### config.mk
export PLATFORM = sky130hd
export DESIGN_NAME = btn_conditioner
export DESIGN_NICKNAME = d
export VERILOG_FILES = /design/src/rtl/btn_conditioner.sv
export SDC_FILE = /design/constraint.sdc
export NUM_CORES = 1
export LEC_CHECK = 0
export CAP_MARGIN = 10
export CORE_MARGIN = 2
export CORE_UTILIZATION = 45
export CTS_BUF_LIST = sky130_fd_sc_hd__clkbuf_2
export DETAILED_ROUTE_END_ITERATION = 10
export GPL_ROUTABILITY_DRIVEN = 0
export GPL_TIMING_DRIVEN = 0
export PLACE_DENSITY_LB_ADDON = 0.15
export SKIP_LAST_GASP = 1
export SLEW_MARGIN = 20
export SYNTH_ARGS = -nofsm -noshare
export SYNTH_HDL_FRONTEND = slang
export SYNTH_SLANG_ARGS = --single-unit
### constraint.sdc
create_clock -name clk -period 8.5 [get_ports clk]
set_input_delay 1.7 -clock clk [delete_from_list [all_inputs] [get_ports clk]]
set_output_delay 1.7 -clock clk [all_outputs]
set_load 0.03 [all_outputs]
### src/rtl/btn_conditioner.sv
// Multi-channel push-button conditioner: per channel synchroniser, counter debounce,
// clean level, single-cycle press/release pulses and optional hold-to-repeat presses.
module btn_conditioner #(
    parameter int NUM_BTNS        = 4,
    parameter int SYNC_STAGES     = 2,
    parameter int DEBOUNCE_CYCLES = 1_000_000,
    parameter int REPEAT_DELAY    = 25_000_000,
    parameter int REPEAT_PERIOD   = 5_000_000
) (
    input  logic                clk,
    input  logic                rst,
    input  logic [NUM_BTNS-1:0] btn_in,
    input  logic [NUM_BTNS-1:0] repeat_en,
    output logic [NUM_BTNS-1:0] btn_level,
    output logic [NUM_BTNS-1:0] btn_press,
    output logic [NUM_BTNS-1:0] btn_release,
    output logic                btn_any
);

    localparam int DB_W    = $clog2(DEBOUNCE_CYCLES + 1);
    localparam int REP_MAX = (REPEAT_DELAY > REPEAT_PERIOD) ? REPEAT_DELAY : REPEAT_PERIOD;
    localparam int REP_W   = $clog2(REP_MAX + 1);

    localparam logic [1:0] ST_IDLE         = 2'd0;
    localparam logic [1:0] ST_PRESS_WAIT   = 2'd1;
    localparam logic [1:0] ST_HELD         = 2'd2;
    localparam logic [1:0] ST_RELEASE_WAIT = 2'd3;

    localparam logic [DB_W-1:0]  DB_ONE       = DB_W'(1);
    localparam logic [DB_W-1:0]  DB_LAST      = DB_W'(DEBOUNCE_CYCLES - 1);
    localparam logic             DB_SINGLE    = (DEBOUNCE_CYCLES == 1) ? 1'b1 : 1'b0;
    localparam logic [REP_W-1:0] REP_ONE      = REP_W'(1);
    localparam logic [REP_W-1:0] REP_DELAY_L  = REP_W'(REPEAT_DELAY);
    localparam logic [REP_W-1:0] REP_PERIOD_L = REP_W'(REPEAT_PERIOD);

    logic [NUM_BTNS-1:0] level_next_s;

    for (genvar g = 0; g < NUM_BTNS; g++) begin : g_ch
        logic [SYNC_STAGES-1:0] sync_r;
        logic [1:0]             state_r, state_next_s;
        logic [DB_W-1:0]        cnt_r, cnt_next_s;
        logic [REP_W-1:0]       rep_r, rep_next_s;
        logic                   first_r, first_next_s;
        logic                   level_r, lvl_next_s;
        logic                   press_r, press_next_s;
        logic                   release_r, release_next_s;
        logic                   s_s;
        logic [REP_W-1:0]       rep_target_s;

        assign s_s             = sync_r[SYNC_STAGES-1];
        assign rep_target_s    = first_r ? REP_DELAY_L : REP_PERIOD_L;
        assign level_next_s[g] = lvl_next_s;
        assign btn_level[g]    = level_r;
        assign btn_press[g]    = press_r;
        assign btn_release[g]  = release_r;

        // Synchroniser chain for the raw asynchronous button.
        always_ff @(posedge clk) begin
            if (rst) begin
                sync_r <= '0;
            end else begin
                sync_r <= {sync_r[SYNC_STAGES-2:0], btn_in[g]};
            end
        end

        // Debounce / repeat FSM next-state logic.
        always_comb begin
            state_next_s   = state_r;
            cnt_next_s     = cnt_r;
            rep_next_s     = rep_r;
            first_next_s   = first_r;
            lvl_next_s     = level_r;
            press_next_s   = 1'b0;
            release_next_s = 1'b0;
            case (state_r)
                ST_IDLE: begin
                    if (s_s) begin
                        if (DB_SINGLE) begin
                            state_next_s = ST_HELD;
                            lvl_next_s   = 1'b1;
                            press_next_s = 1'b1;
                            rep_next_s   = '0;
                            first_next_s = 1'b1;
                            cnt_next_s   = '0;
                        end else begin
                            state_next_s = ST_PRESS_WAIT;
                            cnt_next_s   = DB_ONE;
                        end
                    end else begin
                        cnt_next_s = '0;
                    end
                end
                ST_PRESS_WAIT: begin
                    if (!s_s) begin
                        state_next_s = ST_IDLE;
                        cnt_next_s   = '0;
                    end else if (cnt_r == DB_LAST) begin
                        state_next_s = ST_HELD;
                        lvl_next_s   = 1'b1;
                        press_next_s = 1'b1;
                        rep_next_s   = '0;
                        first_next_s = 1'b1;
                        cnt_next_s   = '0;
                    end else begin
                        cnt_next_s = cnt_r + DB_ONE;
                    end
                end
                ST_HELD: begin
                    if (!s_s) begin
                        if (DB_SINGLE) begin
                            state_next_s   = ST_IDLE;
                            lvl_next_s     = 1'b0;
                            release_next_s = 1'b1;
                            cnt_next_s     = '0;
                        end else begin
                            state_next_s = ST_RELEASE_WAIT;
                            cnt_next_s   = DB_ONE;
                        end
                    end else if (repeat_en[g]) begin
                        // Counter stops one short of the target, so it never wraps.
                        if ((rep_r + REP_ONE) == rep_target_s) begin
                            press_next_s = 1'b1;
                            rep_next_s   = '0;
                            first_next_s = 1'b0;
                        end else begin
                            rep_next_s = rep_r + REP_ONE;
                        end
                    end else begin
                        rep_next_s   = '0;
                        first_next_s = 1'b1;
                    end
                end
                ST_RELEASE_WAIT: begin
                    if (s_s) begin
                        state_next_s = ST_HELD;
                        cnt_next_s   = '0;
                    end else if (cnt_r == DB_LAST) begin
                        state_next_s   = ST_IDLE;
                        lvl_next_s     = 1'b0;
                        release_next_s = 1'b1;
                        cnt_next_s     = '0;
                    end else begin
                        cnt_next_s = cnt_r + DB_ONE;
                    end
                end
                default: begin
                    state_next_s = ST_IDLE;
                    cnt_next_s   = '0;
                    rep_next_s   = '0;
                    first_next_s = 1'b1;
                    lvl_next_s   = 1'b0;
                end
            endcase
        end

        // FSM state, counters and registered outputs.
        always_ff @(posedge clk) begin
            if (rst) begin
                state_r   <= ST_IDLE;
                cnt_r     <= '0;
                rep_r     <= '0;
                first_r   <= 1'b1;
                level_r   <= 1'b0;
                press_r   <= 1'b0;
                release_r <= 1'b0;
            end else begin
                state_r   <= state_next_s;
                cnt_r     <= cnt_next_s;
                rep_r     <= rep_next_s;
                first_r   <= first_next_s;
                level_r   <= lvl_next_s;
                press_r   <= press_next_s;
                release_r <= release_next_s;
            end
        end
    end

    // Aggregate level, taken from next-state levels so it lines up with btn_level.
    always_ff @(posedge clk) begin
        if (rst) begin
            btn_any <= 1'b0;
        end else begin
            btn_any <= |level_next_s;
        end
    end

endmodule
# Yosys cells after proc, flatten, opt, wreduce, memory -nomap -nowiden
# Cells that the tools add are included.
[word_totals]
reg_bits = 213
output_inout_bits = 13
elab_cells = 270
[classes]
n_addsub = 8
n_eq_ne = 52
mux = 148
bitwise_logic = 4
reduce_logical = 25
[op_table]
columns = ["cell", "count"]
rows = [
  ["$mux 25", 24],
  ["$mux 20", 16],
  ["$pmux 20 s4", 4],
  ["$pmux 25 s2", 4],
  ["$add 25x1->25 const B", 4],
  ["$eq 25x25->1", 4],
  ["$add 20x1->20 const B", 4],
  ["$eq 20x20->1 const B", 4],
  ["$mux 1", 60],
  ["$mux 2", 24],
  ["$ne 2x2->1 const B", 20],
  ["$ne 3x3->1 const B", 12],
  ["$pmux 2 s4", 4],
  ["$reduce_and 4->1", 8],
  ["$pmux 1 s2", 12],
  ["$reduce_and 5->1", 4],
  ["$eq 2x2->1 const B", 8],
  ["$reduce_or 3->1", 4],
  ["$eq 2x1->1 const B", 4],
  ["$logic_not 2->1", 4],
  ["$reduce_bool 2->1", 4],
  ["$not 1->1", 4],
  ["$reduce_or 4->1", 1],
]

# Depth between registers and ports, before layout
# Gate-level depths: netlist (run 1).
[depth]
depth_word = 6
depth_mapped = 12
ltp_nobuf = 9

# Worst setup path before layout (run 1)
# Ideal clock, no wire load.
[synth_timing]
kind = "register to register"
startpoint = "register g_ch[0].rep_r[8]"
endpoint = "register g_ch[0].rep_r[10]"
setup_time_ns = 0.117
arrival_time_ns = 2.990
required_time_ns = 8.383
path_slack_ns = 5.393
path_stages_with_launch = 12
n_path_buf = 3
period_less_slack_ns = 3.107
cell_sequence = "dfxtp_1 > clkbuf_1 > nand4_1 > nor4_2 > nand4_1 > xnor2_1 > or4_1 > a21oi_1 > o31a_1 > buf_2 > buf_2 > nor2_1"
[synth_via]
elab_chain_len = 6
[synth_lines]
columns = ["item", "line", "rtl"]
rows = [
  ["start: declaration", "42", "logic [REP_W-1:0] rep_r, rep_next_s;"],
  ["start signal: assignment", "169", "rep_r <= rep_next_s;"],
  ["$add 25x1->25 *", "121, 126", ""],
  ["$eq 25x25->1", "121", "if ((rep_r + REP_ONE) == rep_target_s) begin"],
  ["$mux 25 *", "121", ""],
  ["$mux 25 *", "119", "end else if (repeat_en[g]) begin"],
  ["$mux 25 *", "109", "if (!s_s) begin"],
  ["$pmux 25 s2 *", "75", "case (state_r)"],
]
# Mark *: on every way between the ends. The rest lies on a longest branch, timed or not. The select of a mux whose other input is x is not followed.
# A chain may end at the register's enable or synchronous reset.

# Final worst setup path (run 1)
[layout_timing]
startpoint = "input port rst"
endpoint = "register g_ch[2].rep_r[14]"
[layout_lines]
columns = ["item", "line", "rtl"]
rows = [
  ["start: declaration", "11", "input logic rst,"],
  ["end signal: assignment", "169", ""],
  ["end: declaration", "42", ""],
]
# No word-level cell between the ends.

==> flow_summary_export.csv, run 1 <==
group,metric,value,unit
global_route,grt_pass1_wl,60.5,mm
synthesis,syn_avg_cell_area,7.53,um^2
power_and_ir_drop,power,1.83,mW
floorplan,dieArea,30500,um^2
timing,rsz0062_at_grt,"false",
place,dp_cells,2145,
setup_path,critPathMaxStageDelay,0.79,ns
floorplan,die_h,175,um
timing,finalCritPeriodShare,46.2,%
routing,first_pass_iters,5,
timing,finalClockSkew,0.117,ns
timing,tns,0,ns
timing,maxSlewViolCount,0,
finish,final_common_cell,"dfxtp_1",
power_and_ir_drop,switching_share,28.3,%
setup_path,worstPathMaxFanout,10,
place,place_ws,3.70,ns
routing,drt_iter0_drc,1060,
floorplan,core_area,28700,um^2
timing,timing.fmax,255,MHz
clock_tree,clk_pin_slew_worst_paths,0.09,ns
clock_tree,postCtsHoldBufs,0,
timing,finalSetupViolCount,0,
clock_tree,cts_tree,"yes",
min_path,hp-class,"flip-flop to flip-flop",
timing,worst_slack,4.58,ns
finish,finalNetCount,1855,
synthesis,yosysWarnings,0,
clock_tree,cts_sinks,213,
timing,worstMarginPinSlew,1.10,ns
timing,relSlewSlack,26.3,%
global_route,overflow,0,
finish,final_core_util,49.8,%
routing,wl,36.9,mm
clock_tree,clock_latency,0.91,ns
setup_path,required,9.17,ns
finish,drive_above_1_share,8.43,%
floorplan,num_rows,62,
finish,layout.cells.non_filler,2248,
global_route,grt_max_degree,17,
power_and_ir_drop,leakage,4.88,nW
setup_path,cp_cell_sequence,"clkdlybuf4s50_1, clkbuf_1, clkbuf_1, buf_1, buf_1, nor3_1",
synthesis,syn_area,13100,um^2
timing,final-hold-violation-count,0,
power_and_ir_drop,power.internal,1.31,mW
floorplan,ios,23,
synthesis,synthesis.nets,1773,
power_and_ir_drop,power-per-cell-area,128,nW/um^2
clock_tree,cts_root_buf,"clkbuf_2",
routing,wl_per_cell,16.4,um
finish,syn2layout_area_growth,9.21,%
power_and_ir_drop,p_switching,518,uW
routing,vias,13300,
synthesis,ys.flop_type,"dfxtp_1",
setup_path,crit_path_end_kind,"flip-flop",
clock_tree,htree_levels,2,
floorplan,die_w,175,um
synthesis,synthArstFlopShare,0,%
global_route,grt_use_total,23.6,%
global_route,first_global_vias,12100,
clock_tree,numCtsBuffers,58,
floorplan,start_util,45.6,%
setup_path,crit_type,"primary input to flip-flop",
job,cap_viol_max_count,0,
synthesis,synth_edf_count,0,
timing,fin_crit,3.92,ns
place,portBuffers,22,
routing,drt-vias-per-instance,5.91,
synthesis,netlist_instances,1739,
clock_tree,cts_setup_buffers,0,
clock_tree,clock_path_buffers,3,
setup_path,cp_slowest_cell,"buf_1",
setup_path,critPathArrivalTime,4.60,ns
place,dp_hpwl,26.1,mm
power_and_ir_drop,p_clk_share,39.1,%
synthesis,ys_ff_latch,213,
global_route,antenna_found_initial,1,
routing,drc,0,
synthesis,synth_area_leaders,"dfxtp_1 33%, nor2_1 5.9%, nand2_1 4.7%",
outcome,outcome,"finished, final reports clean",
synthesis,yosys.area.top_type_share,32.6,%
synthesis,yosysTopAreaCell,"dfxtp_1",
setup_path,start_kind,"primary input",
synthesis,seq_area_frac_synth,32.6,%
power_and_ir_drop,ir_drop,0.0813,mV
synthesis,synthDistinctLibCells,80,
clock_tree,cts_resized,0,
power_and_ir_drop,seqPwrFrac,55.3,%
power_and_ir_drop,p_comb_share,5.6,%
routing,postRouteAntennaNets,0,
finish,mostFrequentLayoutCells,"213 x dfxtp_1, 206 x nor2_1, 165 x nand2_1",
-- stage by stage --
stage / hold WS, ns / instance area, um^2
final: 0.439 / 14300
after global routing: 0.464 / 14300
after CTS: 0.445 / 14300
after detailed placement: 0.424 / 13800
after global placement: 0.419 / 13800
after floorplan: 0.414 / 13100
-- flip-flops by register name (all words and copies together) (netlist names), named ones only --
name and count:
g_ch.level_r 4, g_ch.press_r 4, g_ch.state_r 4, g_ch.cnt_r 80, g_ch.sync_r 8, btn_any 1, g_ch.release_r 4, g_ch.first_r 4
g_ch.rep_r 100
-- power by group through the flow --
stage               registers [mW]  clock network, mW  logic (mW)
floorplan                     1.03                  0      0.0683
global placement              1.03                  0       0.101
detailed placement            1.03                  0       0.102
CTS                           1.01              0.743       0.103
global route                  1.01              0.796       0.115
finish                        1.01              0.714       0.103
-- critical path: cells and delay by family --
kind | cells | cell delay [ns]
simple gates | 1 | 0.13
buf+inv | 5 | 2.76
-- final timing paths --
check | from | endpoint | slack, ns | depth (start not counted)
max reg2reg | g_ch[0].rep_r[8] | g_ch[0].rep_r[16] | 4.60 | 11
max | rst | g_ch[2].rep_r[14] | 4.58 | 6
min reg2reg | g_ch[2].sync_r[0] | g_ch[2].sync_r[1] | 0.44 | 1
min | g_ch[2].sync_r[0] | g_ch[2].sync_r[1] | 0.44 | 1
-- cells in the mapped netlist, types with 10 or more instances --
master and number:
ha_1 24, xor2_1 36, or3_1 16, inv_1 32
buf_2 15, nand2b_1 10, buf_4 16, dfxtp_1 213
a211oi_1 15, a21oi_1 95, and3_1 49, o31a_1 13
or4_1 12, and2_1 20, a311oi_1 17, nand3b_1 11
nor3_1 84, and4_1 20, nor2_1 206, clkbuf_1 81
nand3_1 90, xnor2_1 32, nand2_1 165, nor2b_1 21
o21ai_0 80, nor4b_1 12, nor4_1 59, nor3b_1 29
a22oi_1 14, a31oi_1 26, nand4_1 72
-- per-layer routing --
metal	track usage, %	vias up	part of all wire, %
met3	4.05	68	6.2
met5	0	-	0
li1	-	6614	-
met4	8.02	0	2.6
met2	37.7	423	45
met1	32.3	6181	47
-- cell type report --
type / count / area, um^2
Antenna cell: 1 / 2.50
Timing Repair Buffer: 22 / 220
Inverter: 32 / 120
Tap cell: 384 / 480
Fill cell: 2892 / 14400
Clock inverter: 14 / 61.3
Sequential cell: 213 / 4260
Clock buffer: 88 / 440
Multi-Input combinational cell: 1365 / 8090
Buffer: 129 / 618
-- kinds of logic (layout without fill, tap and decap cells) --
kind of cell	count (synthesis)	count (layout)	share of synthesized area (%)
adders and majority gates	24	24	2.29
other	0	1	0
buffers and inverters	161	285	5.64
muxes	9	9	0.688
xor gates and xnor gates	68	68	4.55
DFF	213	213	32.6
AOI/OAI and AO/OA	355	355	17.7
and+or+nand+nor	909	909	36.6
(Power assumes the default switching activity.)
==> run 2: changes to the inputs <==
==> constraint.sdc (replaced) <==
create_clock -name clk -period 3.9 [get_ports clk]
set_input_delay 0.78 -clock clk [delete_from_list [all_inputs] [get_ports clk]]
set_output_delay 0.78 -clock clk [all_outputs]
set_load 0.03 [all_outputs]
==> run 2 against run 1 <==
  * First-iteration DRC count decreased by 2.8%
  * Hold slack got worse by 0.011 ns
  * Worst setup slack got worse by 4.3 ns
  * Global-route usage unchanged
  * Critical path depth increased by 5
  * Cell count unchanged
  * Sequential cell count unchanged
  * Cell area increased by 0.31%
  * Critical path type is now flip-flop to flip-flop
  * Critical endpoint is now g_ch[0].rep_r[16]
  * Largest cell class unchanged
  * Largest power group unchanged
==> flow_summary_export.csv, run 2 (synthesis results as in run 1) <==
group,metric,value,unit
setup_path,critPathArrivalTime,4.38,ns
min_path,hold_depth,2,
global_route,grt_pass1_wl,60.5,mm
finish,mostFrequentLayoutCells,"213 x dfxtp_1, 206 x nor2_1, 165 x nand2_1",
finish,final_common_cell,"dfxtp_1",
finish,multi_input_area,8130,um^2
setup_path,worst-path-buf-inv,3,
timing,worst_slack,0.264,ns
min_path,worstHoldStart,"btn_in[3]",
global_route,antenna_found_initial,1,
finish,largestRegisters,"g_ch.rep_r x100, g_ch.cnt_r x80, g_ch.sync_r x8",
clock_tree,clk_pin_slew_worst_paths,0.11,ns
finish,ff_latch_area,4260,um^2
timing,finalClockSkew,0.115,ns
clock_tree,cts_sinks,213,
clock_tree,numCtsBuffers,58,
min_path,hold_end,"g_ch[3].sync_r[0]",
outcome,outcome,"finished, final reports clean",
global_route,overflow,0,
setup_path,cp_cell_sequence,"clkbuf_1, nand4_1, nor4_4, nand4_1, xnor2_1, or4_1, a21oi_2, o31a_1, buf_2, buf_2, nor2_1",
finish,fillers,2895,
routing,first_pass_iters,5,
finish,finalNetCount,1855,
timing,finalCritPeriodShare,93.2,%
power_and_ir_drop,p_comb_share,5.6,%
floorplan,num_rows,62,
setup_path,critPathMaxStageDelay,0.59,ns
power_and_ir_drop,seqPwrFrac,55.3,%
timing,whs,0.428,ns
setup_path,reg2reg_from,"g_ch[0].rep_r[8]",
clock_tree,htree_levels,2,
setup_path,worst-path-stages,11,
setup_path,r2r_cells,11,
setup_path,required,4.64,ns
clock_tree,cts_root_buf,"clkbuf_2",
timing,timing.fmax,275,MHz
clock_tree,clock_latency,0.91,ns
power_and_ir_drop,power.internal,2.86,mW
min_path,hp-class,"primary input to flip-flop",
clock_tree,postCtsHoldBufs,0,
global_route,grt_max_degree,17,
finish,largest_reg_flops,100,
finish,syn2layout_area_growth,9.55,%
power_and_ir_drop,switching_share,28.3,%
clock_tree,cts_tree,"yes",
job,cap_viol_max_count,0,
clock_tree,cts_setup_buffers,0,
timing,fin_crit,3.64,ns
power_and_ir_drop,leakage,4.90,nW
setup_path,worstPathMaxFanout,10,
finish,layout.cells.non_filler,2248,
timing,maxSlewViolCount,0,
timing,tns,0,ns
routing,wl_per_cell,16.4,um
routing,vias,13300,
setup_path,cp_slowest_cell,"nor4_4",
setup_path,path_delay_family,"simple AND/OR/NAND/NOR gates",
setup_path,crit_type,"flip-flop to flip-flop",
timing,finalSetupViolCount,0,
floorplan,core_area,28700,um^2
place,place_ws,0.0155,ns
floorplan,start_util,45.6,%
timing,rsz0062_at_grt,"false",
setup_path,crit_path_end_kind,"flip-flop",
finish,regMostFlops,"g_ch.rep_r",
routing,drt-vias-per-instance,5.89,
power_and_ir_drop,p_clk_share,39.0,%
power_and_ir_drop,ir_drop,0.177,mV
global_route,grt_use_total,23.6,%
floorplan,die_h,175,um
power_and_ir_drop,power-per-cell-area,278,nW/um^2
floorplan,dieArea,30500,um^2
floorplan,die_w,175,um
routing,drc,0,
power_and_ir_drop,p_switching,1.13,mW
setup_path,r2r_slack,0.26,ns
routing,postRouteAntennaNets,0,
place,dp_hpwl,26.1,mm
timing,worstMarginPinSlew,1.09,ns
routing,wl,36.9,mm
global_route,first_global_vias,12100,
clock_tree,clock_path_buffers,3,
finish,drive_above_1_share,8.75,%
setup_path,r2r_end,"g_ch[0].rep_r[16]",
routing,drt_iter0_drc,1030,
place,portBuffers,22,
setup_path,start_kind,"flip-flop",
timing,final-hold-violation-count,0,
floorplan,ios,23,
timing,relSlewSlack,27.5,%
place,dp_cells,2145,
==> run 2: power groups by stage <==
stage                     logic (mW)  clock network (mW)  registers (mW)
after floorplan                0.149                   0            2.25
after global placement         0.219                   0            2.25
after detailed placement       0.222                   0            2.25
after CTS                      0.224                1.62            2.20
after global routing           0.250                1.74            2.21
final                          0.225                1.56            2.20
==> run 2: how the worst max path moves through the flow <==
stage	startpoint	endpoint
floorplan	g_ch[0].rep_r[8]	g_ch[0].rep_r[10]
global placement	rst	g_ch[3].release_r
detailed placement	rst	g_ch[3].release_r
CTS	g_ch[2].rep_r[3]	g_ch[2].rep_r[10]
global route	g_ch[1].rep_r[0]	g_ch[1].rep_r[6]
finish	g_ch[0].rep_r[8]	g_ch[0].rep_r[16]
==> run 2: stage by stage <==
step                total power [mW]  area, um^2  utilization (%)
floorplan                       2.40       13100                -
global placement                2.47       13800             48.0
detailed placement              2.48       13800             48.0
CTS                             4.05       14300             49.8
global route                    4.19       14300             50.0
finish                          3.98       14300             50.0
==> run 2: layer usage <==
layer  vias to the layer above  global-route usage, %  share of wire [%]
li1                       6617                      -                  -
met1                      6161                   32.3                 47
met2                       395                   37.7                 44
met3                        77                   4.05                5.9
met4                         0                   8.02                2.9
met5                         -                      0                  0
==> run 2: area by class of cell <==
| cell class | instances | area share (%) |
|---|---|---|
| Clock inverter | 14 | 0.428 |
| Tap cell | 384 | 3.35 |
| Sequential cell | 213 | 29.7 |
| Buffer | 129 | 4.32 |
| Timing Repair Buffer | 22 | 1.54 |
| Multi-Input combinational cell | 1365 | 56.7 |
| Inverter | 32 | 0.838 |
| Antenna cell | 1 | 0.0175 |
| Clock buffer | 88 | 3.07 |
==> run 2: repair_timing <==
item	in CTS	in global routing
resized for setup	1	8
cloned	0	0
endpoints found under the setup margin	1	27
